===== src/rtl/hazard_unit_if.sv =====
// Pipeline hazard bus: register numbers, stage qualifiers and the hazard unit's
// forward/stall/flush/status outputs. The slave modport is the hazard unit's view.
interface hazard_unit_if;
  logic [3:0]  RA1_d;
  logic [3:0]  RA2_d;
  logic [3:0]  RA1_e;
  logic [3:0]  RA2_e;
  logic [3:0]  WA3_e;
  logic [3:0]  WA3_m;
  logic [3:0]  WA3_w;
  logic        RegWrite_mp;
  logic        RegWrite_w;
  logic        MemtoReg_ep;
  logic        PCSrc_dp;
  logic        PCSrc_ep;
  logic        PCSrc_mp;
  logic        PCSrc_w;
  logic        branchtakene;
  logic        blwritep;
  logic [1:0]  ForwardA_e;
  logic [1:0]  ForwardB_e;
  logic        Stall_f;
  logic        Stall_d;
  logic        Flush_d;
  logic        Flush_e;
  logic [1:0]  hz_state;
  logic [15:0] stall_cnt;
  logic [15:0] flush_cnt;

  modport master (
    output RA1_d, RA2_d, RA1_e, RA2_e, WA3_e, WA3_m, WA3_w,
    output RegWrite_mp, RegWrite_w, MemtoReg_ep,
    output PCSrc_dp, PCSrc_ep, PCSrc_mp, PCSrc_w, branchtakene, blwritep,
    input  ForwardA_e, ForwardB_e, Stall_f, Stall_d, Flush_d, Flush_e,
    input  hz_state, stall_cnt, flush_cnt
  );

  modport slave (
    input  RA1_d, RA2_d, RA1_e, RA2_e, WA3_e, WA3_m, WA3_w,
    input  RegWrite_mp, RegWrite_w, MemtoReg_ep,
    input  PCSrc_dp, PCSrc_ep, PCSrc_mp, PCSrc_w, branchtakene, blwritep,
    output ForwardA_e, ForwardB_e, Stall_f, Stall_d, Flush_d, Flush_e,
    output hz_state, stall_cnt, flush_cnt
  );
endinterface


===== src/rtl/hazard_unit.sv =====
// Five-stage pipeline hazard unit: operand forwarding, load-use stall, PC-write flush
// and a status FSM. Define HAZARD_PERF_EN to build the saturating stall/flush counters.
module hazard_unit (
  input  logic         clk,
  input  logic         reset,
  hazard_unit_if.slave bus
);

  typedef enum logic [1:0] {
    RUN     = 2'b00,
    LDSTALL = 2'b01,
    PCWAIT  = 2'b10,
    BRFLUSH = 2'b11
  } hz_state_t;

  logic      r_bl_m;
  logic      r_bl_w;
  hz_state_t r_state;

  logic w_ldstall;
  logic w_pc_pend;
  logic w_stall_f;
  logic w_stall_d;
  logic w_flush_d;
  logic w_flush_e;

  // One identical forwarding selector per Execute source operand.
  generate
    for (genvar gi = 0; gi < 2; gi++) begin : g_fwd
      logic [3:0] w_ra;
      logic [1:0] w_sel;

      assign w_ra = (gi == 0) ? bus.RA1_e : bus.RA2_e;

      always_comb begin
        w_sel = 2'b00;
        if (w_ra == 4'd15) begin
          w_sel = 2'b00;
        end else if (r_bl_m && (w_ra == 4'd14)) begin
          w_sel = 2'b11;
        end else if (bus.RegWrite_mp && (w_ra == bus.WA3_m)) begin
          w_sel = 2'b10;
        end else if ((bus.RegWrite_w || (r_bl_w && (w_ra == 4'd14))) &&
                     (w_ra == bus.WA3_w)) begin
          w_sel = 2'b01;
        end
      end
    end
  endgenerate

  assign bus.ForwardA_e = g_fwd[0].w_sel;
  assign bus.ForwardB_e = g_fwd[1].w_sel;

  assign w_ldstall = bus.MemtoReg_ep && (bus.WA3_e != 4'd15) &&
                     ((bus.RA1_d == bus.WA3_e) || (bus.RA2_d == bus.WA3_e));
  assign w_pc_pend = bus.PCSrc_dp || bus.PCSrc_ep || bus.PCSrc_mp;

  assign w_stall_f = w_ldstall || w_pc_pend;
  assign w_stall_d = w_ldstall;
  assign w_flush_d = w_pc_pend || bus.PCSrc_w || bus.branchtakene;
  assign w_flush_e = w_ldstall || bus.branchtakene;

  assign bus.Stall_f  = w_stall_f;
  assign bus.Stall_d  = w_stall_d;
  assign bus.Flush_d  = w_flush_d;
  assign bus.Flush_e  = w_flush_e;
  assign bus.hz_state = r_state;

  // A flushed Execute stage must not carry its link write into Memory.
  always_ff @(posedge clk or posedge reset) begin
    if (reset) begin
      r_bl_m  <= 1'b0;
      r_bl_w  <= 1'b0;
      r_state <= RUN;
    end else begin
      r_bl_m <= bus.blwritep && !w_flush_e;
      r_bl_w <= r_bl_m;
      if (bus.branchtakene) begin
        r_state <= BRFLUSH;
      end else if (w_pc_pend) begin
        r_state <= PCWAIT;
      end else if (w_ldstall) begin
        r_state <= LDSTALL;
      end else begin
        r_state <= RUN;
      end
    end
  end

`ifdef HAZARD_PERF_EN
  logic [15:0] r_stall_cnt;
  logic [15:0] r_flush_cnt;

  always_ff @(posedge clk or posedge reset) begin
    if (reset) begin
      r_stall_cnt <= 16'h0000;
      r_flush_cnt <= 16'h0000;
    end else begin
      if (w_stall_d && (r_stall_cnt != 16'hFFFF)) begin
        r_stall_cnt <= r_stall_cnt + 16'd1;
      end
      if (w_flush_e && (r_flush_cnt != 16'hFFFF)) begin
        r_flush_cnt <= r_flush_cnt + 16'd1;
      end
    end
  end

  assign bus.stall_cnt = r_stall_cnt;
  assign bus.flush_cnt = r_flush_cnt;
`else
  assign bus.stall_cnt = 16'h0000;
  assign bus.flush_cnt = 16'h0000;
`endif

endmodule


===== src/flat_wrapper.sv =====
// flat-port wrapper written by rule: the top's interface ports become plain ports
module hazard_unit_flat 
  (clk, reset, bus_RA1_d, bus_RA2_d, bus_RA1_e, bus_RA2_e, bus_WA3_e, bus_WA3_m, bus_WA3_w, bus_RegWrite_mp, bus_RegWrite_w, bus_MemtoReg_ep, bus_PCSrc_dp, bus_PCSrc_ep, bus_PCSrc_mp, bus_PCSrc_w, bus_branchtakene, bus_blwritep, bus_ForwardA_e, bus_ForwardB_e, bus_Stall_f, bus_Stall_d, bus_Flush_d, bus_Flush_e, bus_hz_state, bus_stall_cnt, bus_flush_cnt);
  hazard_unit_if bus_i ();
  input  logic clk;
  input  logic reset;
  input wire logic [$bits(bus_i.RA1_d)-1:0] bus_RA1_d;
  input wire logic [$bits(bus_i.RA2_d)-1:0] bus_RA2_d;
  input wire logic [$bits(bus_i.RA1_e)-1:0] bus_RA1_e;
  input wire logic [$bits(bus_i.RA2_e)-1:0] bus_RA2_e;
  input wire logic [$bits(bus_i.WA3_e)-1:0] bus_WA3_e;
  input wire logic [$bits(bus_i.WA3_m)-1:0] bus_WA3_m;
  input wire logic [$bits(bus_i.WA3_w)-1:0] bus_WA3_w;
  input wire logic [$bits(bus_i.RegWrite_mp)-1:0] bus_RegWrite_mp;
  input wire logic [$bits(bus_i.RegWrite_w)-1:0] bus_RegWrite_w;
  input wire logic [$bits(bus_i.MemtoReg_ep)-1:0] bus_MemtoReg_ep;
  input wire logic [$bits(bus_i.PCSrc_dp)-1:0] bus_PCSrc_dp;
  input wire logic [$bits(bus_i.PCSrc_ep)-1:0] bus_PCSrc_ep;
  input wire logic [$bits(bus_i.PCSrc_mp)-1:0] bus_PCSrc_mp;
  input wire logic [$bits(bus_i.PCSrc_w)-1:0] bus_PCSrc_w;
  input wire logic [$bits(bus_i.branchtakene)-1:0] bus_branchtakene;
  input wire logic [$bits(bus_i.blwritep)-1:0] bus_blwritep;
  output wire logic [$bits(bus_i.ForwardA_e)-1:0] bus_ForwardA_e;
  output wire logic [$bits(bus_i.ForwardB_e)-1:0] bus_ForwardB_e;
  output wire logic [$bits(bus_i.Stall_f)-1:0] bus_Stall_f;
  output wire logic [$bits(bus_i.Stall_d)-1:0] bus_Stall_d;
  output wire logic [$bits(bus_i.Flush_d)-1:0] bus_Flush_d;
  output wire logic [$bits(bus_i.Flush_e)-1:0] bus_Flush_e;
  output wire logic [$bits(bus_i.hz_state)-1:0] bus_hz_state;
  output wire logic [$bits(bus_i.stall_cnt)-1:0] bus_stall_cnt;
  output wire logic [$bits(bus_i.flush_cnt)-1:0] bus_flush_cnt;
  assign bus_i.RA1_d = bus_RA1_d;
  assign bus_i.RA2_d = bus_RA2_d;
  assign bus_i.RA1_e = bus_RA1_e;
  assign bus_i.RA2_e = bus_RA2_e;
  assign bus_i.WA3_e = bus_WA3_e;
  assign bus_i.WA3_m = bus_WA3_m;
  assign bus_i.WA3_w = bus_WA3_w;
  assign bus_i.RegWrite_mp = bus_RegWrite_mp;
  assign bus_i.RegWrite_w = bus_RegWrite_w;
  assign bus_i.MemtoReg_ep = bus_MemtoReg_ep;
  assign bus_i.PCSrc_dp = bus_PCSrc_dp;
  assign bus_i.PCSrc_ep = bus_PCSrc_ep;
  assign bus_i.PCSrc_mp = bus_PCSrc_mp;
  assign bus_i.PCSrc_w = bus_PCSrc_w;
  assign bus_i.branchtakene = bus_branchtakene;
  assign bus_i.blwritep = bus_blwritep;
  assign bus_ForwardA_e = bus_i.ForwardA_e;
  assign bus_ForwardB_e = bus_i.ForwardB_e;
  assign bus_Stall_f = bus_i.Stall_f;
  assign bus_Stall_d = bus_i.Stall_d;
  assign bus_Flush_d = bus_i.Flush_d;
  assign bus_Flush_e = bus_i.Flush_e;
  assign bus_hz_state = bus_i.hz_state;
  assign bus_stall_cnt = bus_i.stall_cnt;
  assign bus_flush_cnt = bus_i.flush_cnt;
  hazard_unit u_core (.clk(clk), .reset(reset), .bus(bus_i));
endmodule

===== config.mk =====
export PLATFORM = sky130hd
export DESIGN_NAME = hazard_unit_flat
export DESIGN_NICKNAME = d
export VERILOG_FILES = /design/src/rtl/hazard_unit_if.sv /design/src/rtl/hazard_unit.sv /design/src/flat_wrapper.sv
export SDC_FILE = /design/constraint.sdc
export NUM_CORES = 1
export LEC_CHECK = 0
export CELL_PAD_IN_SITES_DETAIL_PLACEMENT = 1
export CELL_PAD_IN_SITES_GLOBAL_PLACEMENT = 2
export CORE_ASPECT_RATIO = 0.9
export CORE_MARGIN = 8
export CORE_UTILIZATION = 13
export CTS_CLUSTER_SIZE = 16
export DETAILED_ROUTE_END_ITERATION = 6
export MAX_ROUTING_LAYER = met4
export PLACE_DENSITY = 0.75
export SLEW_MARGIN = 30
export SYNTH_ARGS = -nofsm -noshare
export SYNTH_HDL_FRONTEND = slang
export SYNTH_SLANG_ARGS = --single-unit

===== constraint.sdc =====
create_clock -name clk -period 1.2 [get_ports clk]
set_input_delay 0.24 -clock clk [delete_from_list [all_inputs] [get_ports clk]]
set_output_delay 0.24 -clock clk [all_outputs]
set_load 0.03 [all_outputs]

# Yosys cells after proc, flatten, opt, wreduce, memory -nomap -nowiden
# Cells that the tools add are included.
# op_classes
n_addsub	0
n_mul	0
div_mod_pow	0
n_lt_le_gt_ge	0
eq_ne	11
shifts	0
mux	11
bitwise_logic	0
n_reduce_logical	21
# ops
cell	count
$eq A4 B4 Y1	6
$eq A4 B4 Y1 const B	4
$mux W2	8
$logic_and A1 B1 Y1	11
$logic_or A1 B1 Y1	9
$ne A4 B4 Y1 const B	1
$mux W1	3
$logic_not A1 Y1	1
# totals
reg_bits	4
latchBits	0
mem_bits_rw	0
rom_bits	0
in_bits	39
output_inout_bits	42
word_cells	46
n_memories	0

# Logic depth before layout (Yosys ltp)
# Gate-level depths: netlist (run 1).
# depth
word_depth	8
depth_mapped	4
mapped_depth_nobuf	4

# Worst setup path after synthesis (run 1)
# OpenSTA, ideal clock, no wires.
# synth_path
path_type	input-to-output
start	in bus_WA3_w[3]
end	out bus_ForwardB_e[0]
arrival_ns	1.270
required_time_ns	0.960
slack_ns	-0.310
stages	4
path_buffers	0
path_cell_list	xor2_1 -> nor4_1 -> o211ai_1 -> a21oi_1
# synth_via
elab_chain_len	6
# synth_rtl
element	line_no	source
start, declared	flat_wrapper.sv:13	input wire logic [$bits(bus_i.WA3_w)-1:0] bus_WA3_w;
$eq A4 B4 Y1	hazard_unit.sv:44	(w_ra == bus.WA3_w)) begin
$logic_and A1 B1 Y1	hazard_unit.sv:43	end else if ((bus.RegWrite_w || (r_bl_w && (w_ra == 4'd14))) &&
$mux W1	hazard_unit.sv:43	
$mux W2	hazard_unit.sv:41	end else if (bus.RegWrite_mp && (w_ra == bus.WA3_m)) begin
$mux W2	hazard_unit.sv:39	end else if (r_bl_m && (w_ra == 4'd14)) begin
$mux W2	hazard_unit.sv:37	if (w_ra == 4'd15) begin
end, declared	flat_wrapper.sv:24	output wire logic [$bits(bus_i.ForwardB_e)-1:0] bus_ForwardB_e;
# No other way between the ends.

# Worst setup path in the final report (run 1)
# layout_path
start	in bus_RA1_e[1]
end	out bus_ForwardA_e[0]
# layout_via
elab_chain_len	8
word_cells_on_any_way	13
classes_between	eq/ne (4); mux (4); reduce/logical (5)
# layout_rtl
element	line_no	source
start, declared	flat_wrapper.sv:9	input wire logic [$bits(bus_i.RA1_e)-1:0] bus_RA1_e;
$eq A4 B4 Y1	hazard_unit.sv:39, hazard_unit.sv:43	
$logic_and A1 B1 Y1	hazard_unit.sv:43	
$logic_or A1 B1 Y1	hazard_unit.sv:43	
$logic_and A1 B1 Y1	hazard_unit.sv:43	
$mux W1	hazard_unit.sv:43	
$mux W2	hazard_unit.sv:41	
$mux W2	hazard_unit.sv:39	
$mux W2 (*)	hazard_unit.sv:37	
end, declared	flat_wrapper.sv:23	output wire logic [$bits(bus_i.ForwardA_e)-1:0] bus_ForwardA_e;
# Every way passes the cells marked *; elsewhere a longest branch is shown, timed or not.

==> results of run 1 <==
==> cell usage in the layout (no fill, tap or decap), drive strengths merged <==
cell / Yosys / routed
nand2: 4 / 4
clkbuf: 0 / 4
o21a: 1 / 1
nand3: 1 / 1
dlygate4sd2: 0 / 3
o41ai: 1 / 1
xor2: 9 / 9
nor2b: 2 / 2
xnor2: 12 / 12
a21oi: 3 / 3
and3: 2 / 2
nor2: 1 / 1
or2: 2 / 2
and2: 2 / 2
clkdlybuf4s50: 0 / 4
nand4: 3 / 3
a21o: 1 / 1
nor3b: 1 / 1
conb: 1 / 32
a31o: 2 / 2
dfrtp: 4 / 4
nor4: 2 / 2
nand2b: 4 / 4
o211ai: 1 / 1
buf: 32 / 64
o21ai: 1 / 1
inv: 4 / 4
nor3: 2 / 2
a221o: 1 / 1
o2111ai: 1 / 1
==> layer usage <==
metal,track usage [%],up-vias,share of wire [%]
met1,7.98,384,45
li1,-,419,-
met5,-,-,0
met2,11.8,48,48
met3,1.77,2,6.0
met4,3.07,0,0.68
==> power by group through the flow <==
stage	clock network, mW	logic (mW)	registers, mW
global placement	0	0.541	0.147
CTS	0.289	0.598	0.146
detailed placement	0	0.545	0.148
floorplan	0	0.364	0.152
global route	0.298	0.656	0.147
finish	0.275	0.614	0.146
==> cell families (layout without fill, tap and decap cells) <==
group / Yosys count / in the layout
compound gates: 12 / 12
flops: 4 / 4
xor+xnor: 21 / 21
simple gates: 26 / 26
buf+inv: 36 / 79
other cells: 1 / 32
==> sequential cells by signal, indices dropped and copies added (netlist names) <==
| name | count |
|---|---|
| u_core.r_bl_m | 1 |
| u_core.bus.hz_state | 2 |
| u_core.r_bl_w | 1 |
==> worst register-to-register path: cells and delay by family (launching register included) <==
kind	cells	cell delay [ps]
flops	1	370
buf+inv	2	250
==> repair_timing <==
| item | 4_1_cts | 5_1_grt |
|---|---|---|
| buffers inserted | 9 | 1 |
| resized for setup | 172 | 15 |
| cloned | 0 | 0 |
| pin swaps | 30 | 10 |
| setup endpoints to repair | 10 | 9 |
==> metrics by stage <==
stage | power [mW] | worst slack, ps | area, µm²
2_1_floorplan | 0.516 | -147 | 966
3_3_place_gp | 0.688 | -956 | 1430
3_5_place_dp | 0.692 | -955 | 1430
4_1_cts | 1.03 | -403 | 1640
5_1_grt | 1.10 | -472 | 1670
6_report | 1.04 | -382 | 1670
==> worst min-delay path by stage <==
stage                                                   to  slack [ps]  depth (start not counted)
after global placement    u_core.bus.hz_state[1]$_DFF_PP0_         440                          2
after detailed placement  u_core.bus.hz_state[0]$_DFF_PP0_         440                          2
after floorplan           u_core.bus.hz_state[0]$_DFF_PP0_           6                          1
after global routing      u_core.bus.hz_state[1]$_DFF_PP0_         240                          2
after CTS                 u_core.bus.hz_state[0]$_DFF_PP0_         210                          2
final                     u_core.bus.hz_state[0]$_DFF_PP0_         210                          2
==> layout make-up <==
| type | instances | area, µm² | area share, % |
|---|---|---|---|
| clock buffers | 3 | 41.3 | 2.47 |
| inverters | 4 | 15.0 | 0.898 |
| multi-input cells | 91 | 753 | 45.0 |
| flip-flops and latches | 4 | 100 | 5.98 |
| well taps | 72 | 90.1 | 5.39 |
| repair buffers | 72 | 673 | 40.2 |
==> results.json, run 1 <==
{
  "io_pins": 81,
  "yosys.area_share.simple_pct": 19.7,
  "antenna_found_initial": 0,
  "gp_congestion": 0.710,
  "max_cap_violations": 0,
  "place_inst": 235,
  "setup_tns_ps": -1810,
  "finalSetupViolations": 8,
  "power_frac_clock_pct": 26.6,
  "cp-startpoint": "bus_RA1_e[1]",
  "synth_edf_count": 0,
  "initial_core_util_pct": 13.2,
  "drive_gt1_share_pct": 59.2,
  "final_hold_viol_count": 0,
  "synth_top_family_by_area": "buffers and inverters",
  "timing.fmax_mhz": 632,
  "synth_cells": 100,
  "via_count": 853,
  "dpl.hpwl_um": 2630,
  "p_seq_share_pct": 14.1,
  "drt_wl_total_um": 3070,
  "drc": 0,
  "grt_first_pass_wirelength_um": 4970,
  "fin_worst_hold_slack_ps": 211,
  "wire_per_inst_um": 12.5,
  "synth-async-reset-ratio_pct": 100,
  "ys_top_cells_by_area": "buf_4 (30%), xnor2_1 (13%), dfrtp_1 (13%)",
  "cts_tree": "yes",
  "grt_use_total_pct": 7.13,
  "fin_ws_ps": -382,
  "reg2reg_to": "u_core.r_bl_w$_DFF_PP0_",
  "switching_share_pct": 38.1,
  "die_area_um2": 8920,
  "slowest_stage": "o41ai_4",
  "cp-start-kind": "primary input",
  "pwr-share-comb_pct": 59.3,
  "clk_latency_ps": 210,
  "status": "finished, violations left",
  "synth-seq-cells": 4,
  "finalCritPeriodShare_pct": 132,
  "path_clk_slew_ps": 30,
  "synth_xor_xnor_area_share_pct": 23.0,
  "required_ps": 960,
  "ctsHoldBuffers": 0,
  "synth.top_cell.area_share_pct": 30.0,
  "synth_area_um2": 800,
  "avgSynthCellArea_um2": 8.00,
  "numPortBuffers": 48,
  "die_h_um": 90.4,
  "via_per_inst": 3.47,
  "power.switching_mw": 0.395,
  "layout.cells.non_filler": 246,
  "drt.antenna.violating_nets": 0,
  "ff2ff_path_depth": 2,
  "yosys-top-cells-count": "buf_4 (32), xnor2_1 (12), xor2_1 (9)",
  "crit_path_end_kind": "output pin",
  "violations": "setup timing",
  "cts_sinks": 4,
  "grt_max_degree": 5,
  "synthAdderAreaFrac_pct": 0,
  "fillCellCount": 742,
  "synthMuxAreaShare_pct": 0,
  "area_growth_syn_to_layout_pct": 109,
  "min_path_type": "primary input to asynchronous set/reset pin",
  "synth-compound-area-share_pct": 12.4,
  "p_int_mw": 0.641,
  "r2r_start": "u_core.r_bl_m$_DFF_PP0_",
  "htree_levels": 1,
  "cp-endpoint": "bus_ForwardA_e[0]",
  "cp_slowest_stage_delay_ps": 350,
  "synth_most_common_cell": "buf_4",
  "slew_violations": 0,
  "synth_cell_types": 33,
  "drtIter0Drc": 2,
  "worstSetupPathDepth": 6,
  "rrSetupSlack_ps": 460,
  "n_antenna_cell": 0,
  "yosysWarnings": 0,
  "ir_worst_vdd_uv": 220,
  "leakage_nw": 0.810,
  "min_period_ps": 1580,
  "die_width_um": 98.7,
  "synth-seq-area-share_pct": 12.5,
  "grt_remaining_overflow": 0,
  "worstSetupPathType": "primary input to output pin",
  "coreArea_um2": 6050,
  "placementRows": 27,
  "crit_chain": "buf_8 > nor2b_4 > a221o_1 > o41ai_4 > nor2_2 > buf_6",
  "dr.pass1.iters": 2,
  "ys.flop_type": "dfrtp_1",
  "p_per_area_nw_per_um2": 619,
  "cp_num_buf_inv": 2,
  "fin_skew_ps": 0.0283,
  "clockBufferDepth": 2,
  "crit_path_max_fanout": 4,
  "rsz0062_at_grt": "true",
  "cts-root-buf": "clkbuf_8",
  "utilization_pct": 27.7,
  "worst_ep_arrival_time_ps": 1340,
  "nets": 215,
  "grt_pass1_vias": 1062,
  "cts_buffers": 3,
  "crit_family": "compound AO/OA/AOI/OAI gates",
  "synth_area_leader_cell": "buf_4"
}
Power figures use the tool's default switching activity.
==> run 2, diff against run 1 <==
- CORE_UTILIZATION: 13 -> 12
- CTS_CLUSTER_DIAMETER: not set -> 60
- PLACE_DENSITY: 0.75 -> 0.73
- clock period: 1.2 -> 1.3 ns (I/O delays scaled with it)
==> results.json, run 2 (synthesis gave the netlist of run 1 again) <==
{
  "status": "finished, violations left",
  "violations": "setup timing",
  "n_antenna_cell": 0,
  "worst_ep_arrival_time_ps": 1290,
  "clk_latency_ps": 230,
  "fin_ws_ps": -247,
  "gp_congestion": 0.751,
  "crit_chain": "clkdlybuf4s50_1 > a31o_2 > a21oi_1 > nor2_2 > buf_6",
  "via_count": 834,
  "drc": 0,
  "ctsHoldBuffers": 0,
  "crit_path_max_fanout": 2,
  "dpl.hpwl_um": 2610,
  "crit_family": "buffers and inverters",
  "finalCritPeriodShare_pct": 119,
  "path_clk_slew_ps": 30,
  "drive_gt1_share_pct": 60.0,
  "area_growth_syn_to_layout_pct": 105,
  "max_cap_violations": 0,
  "grt_pass1_vias": 1013,
  "coreArea_um2": 6520,
  "p_per_area_nw_per_um2": 585,
  "min_path_type": "primary input to asynchronous set/reset pin",
  "die_h_um": 93.4,
  "cp_num_buf_inv": 2,
  "fin_worst_hold_slack_ps": 221,
  "ir_worst_vdd_uv": 231,
  "slew_violations": 0,
  "final_hold_viol_count": 0,
  "wire_per_inst_um": 12.2,
  "grt_first_pass_wirelength_um": 4610,
  "drt.antenna.violating_nets": 0,
  "cts_buffers": 3,
  "die_width_um": 102,
  "cts-root-buf": "clkbuf_8",
  "worstSetupPathType": "primary input to output pin",
  "setup_tns_ps": -1050,
  "htree_levels": 1,
  "die_area_um2": 9530,
  "grt_max_degree": 5,
  "fin_skew_ps": 0.0353,
  "crit_path_end_kind": "output pin",
  "min_period_ps": 1550,
  "via_per_inst": 3.27,
  "antenna_found_initial": 0,
  "io_pins": 81,
  "placementRows": 28,
  "drt_wl_total_um": 3110,
  "initial_core_util_pct": 12.3,
  "clockBufferDepth": 2,
  "grt_remaining_overflow": 0,
  "largest_reg_flops": 2,
  "final_cell_mix": "conb_1 (32), buf_6 (22), buf_4 (14)",
  "numPortBuffers": 48,
  "slowest_stage": "clkdlybuf4s50_1",
  "drtIter0Drc": 49,
  "rsz0062_at_grt": "true",
  "cp_slowest_stage_delay_ps": 440,
  "nets": 206,
  "cp-start-kind": "primary input",
  "fillCellCount": 794,
  "grt_use_total_pct": 6.39,
  "dr.pass1.iters": 3,
  "cts_tree": "yes",
  "cts_sinks": 4,
  "leakage_nw": 0.779,
  "timing.fmax_mhz": 646,
  "layout_commonest_cell": "conb_1",
  "required_ps": 1040,
  "finalSetupViolations": 7
}
-- run 2: changes by cell type in the layout (fill, tap and decap cells not counted), sizes merged --
cell and delta:
dlygate4sd2 +2, dlymetal6s2s +1, clkdlybuf4s50 -1, buf -11
-- run 2: final cells by class --
type | count | area, µm² | share of cell area, %
Tap cell | 90 | 113 | 6.86
Multi-Input combinational cell | 91 | 783 | 47.7
Inverter | 4 | 15.0 | 0.915
Sequential cell | 4 | 100 | 6.10
Timing Repair Buffer | 63 | 589 | 35.9
Clock buffer | 3 | 41.3 | 2.52
-- run 2: layer usage --
| layer | global-route usage, % | wire, µm | share of wire (%) | vias up |
|---|---|---|---|---|
| met2 | 10.8 | 1510 | 49 | 49 |
| met3 | 1.86 | 183 | 5.9 | 4 |
| met5 | - | 0 | 0 | - |
| li1 | - | - | - | 396 |
| met1 | 6.72 | 1360 | 44 | 385 |
| met4 | 2.93 | 59 | 1.9 | 0 |
-- run 2: metrics by stage --
step	util, %	setup WS (ps)	power (mW)	instance area, µm²	std cells
6_report	25.2	-247	0.960	1640	255
5_1_grt	25.2	-311	1.01	1640	255
4_1_cts	24.0	-270	0.932	1570	254
3_5_place_dp	21.6	-851	0.624	1410	248
3_3_place_gp	21.6	-818	0.622	1410	248
2_1_floorplan	-	-87.3	0.477	966	131
-- run 2: what timing repair did --
item / CTS / global route
resized for setup: 176 / 26
pin swaps: 35 / 19
endpoints found under the setup margin: 12 / 8
setup buffers: 3 / 1
-- run 2: report_power, final --
| part | switching (mW) | leakage, nW | total (mW) | internal, mW |
|---|---|---|---|---|
| registers | 0.00244 | 0.0467 | 0.134 | 0.132 |
| logic | 0.309 | 0.711 | 0.556 | 0.247 |
| clock network | 0.0722 | 0.0216 | 0.270 | 0.198 |
| total | 0.384 | 0.779 | 0.960 | 0.576 |
-- run 2: path summary, 6_finish.rpt --
path	slack (ps)	start	cells after the start	endpoint
max in group asynchronous	920	reset	2	u_core.bus.hz_state[0]$_DFF_PP0_
setup / recovery	-250	bus_RegWrite_w	5	bus_ForwardA_e[0]
setup reg to reg	680	u_core.r_bl_m$_DFF_PP0_	1	u_core.r_bl_w$_DFF_PP0_
hold / removal	220	reset	2	u_core.r_bl_m$_DFF_PP0_
hold reg to reg	490	u_core.r_bl_m$_DFF_PP0_	1	u_core.r_bl_w$_DFF_PP0_
min in group clk	340	bus_PCSrc_ep	4	u_core.bus.hz_state[1]$_DFF_PP0_
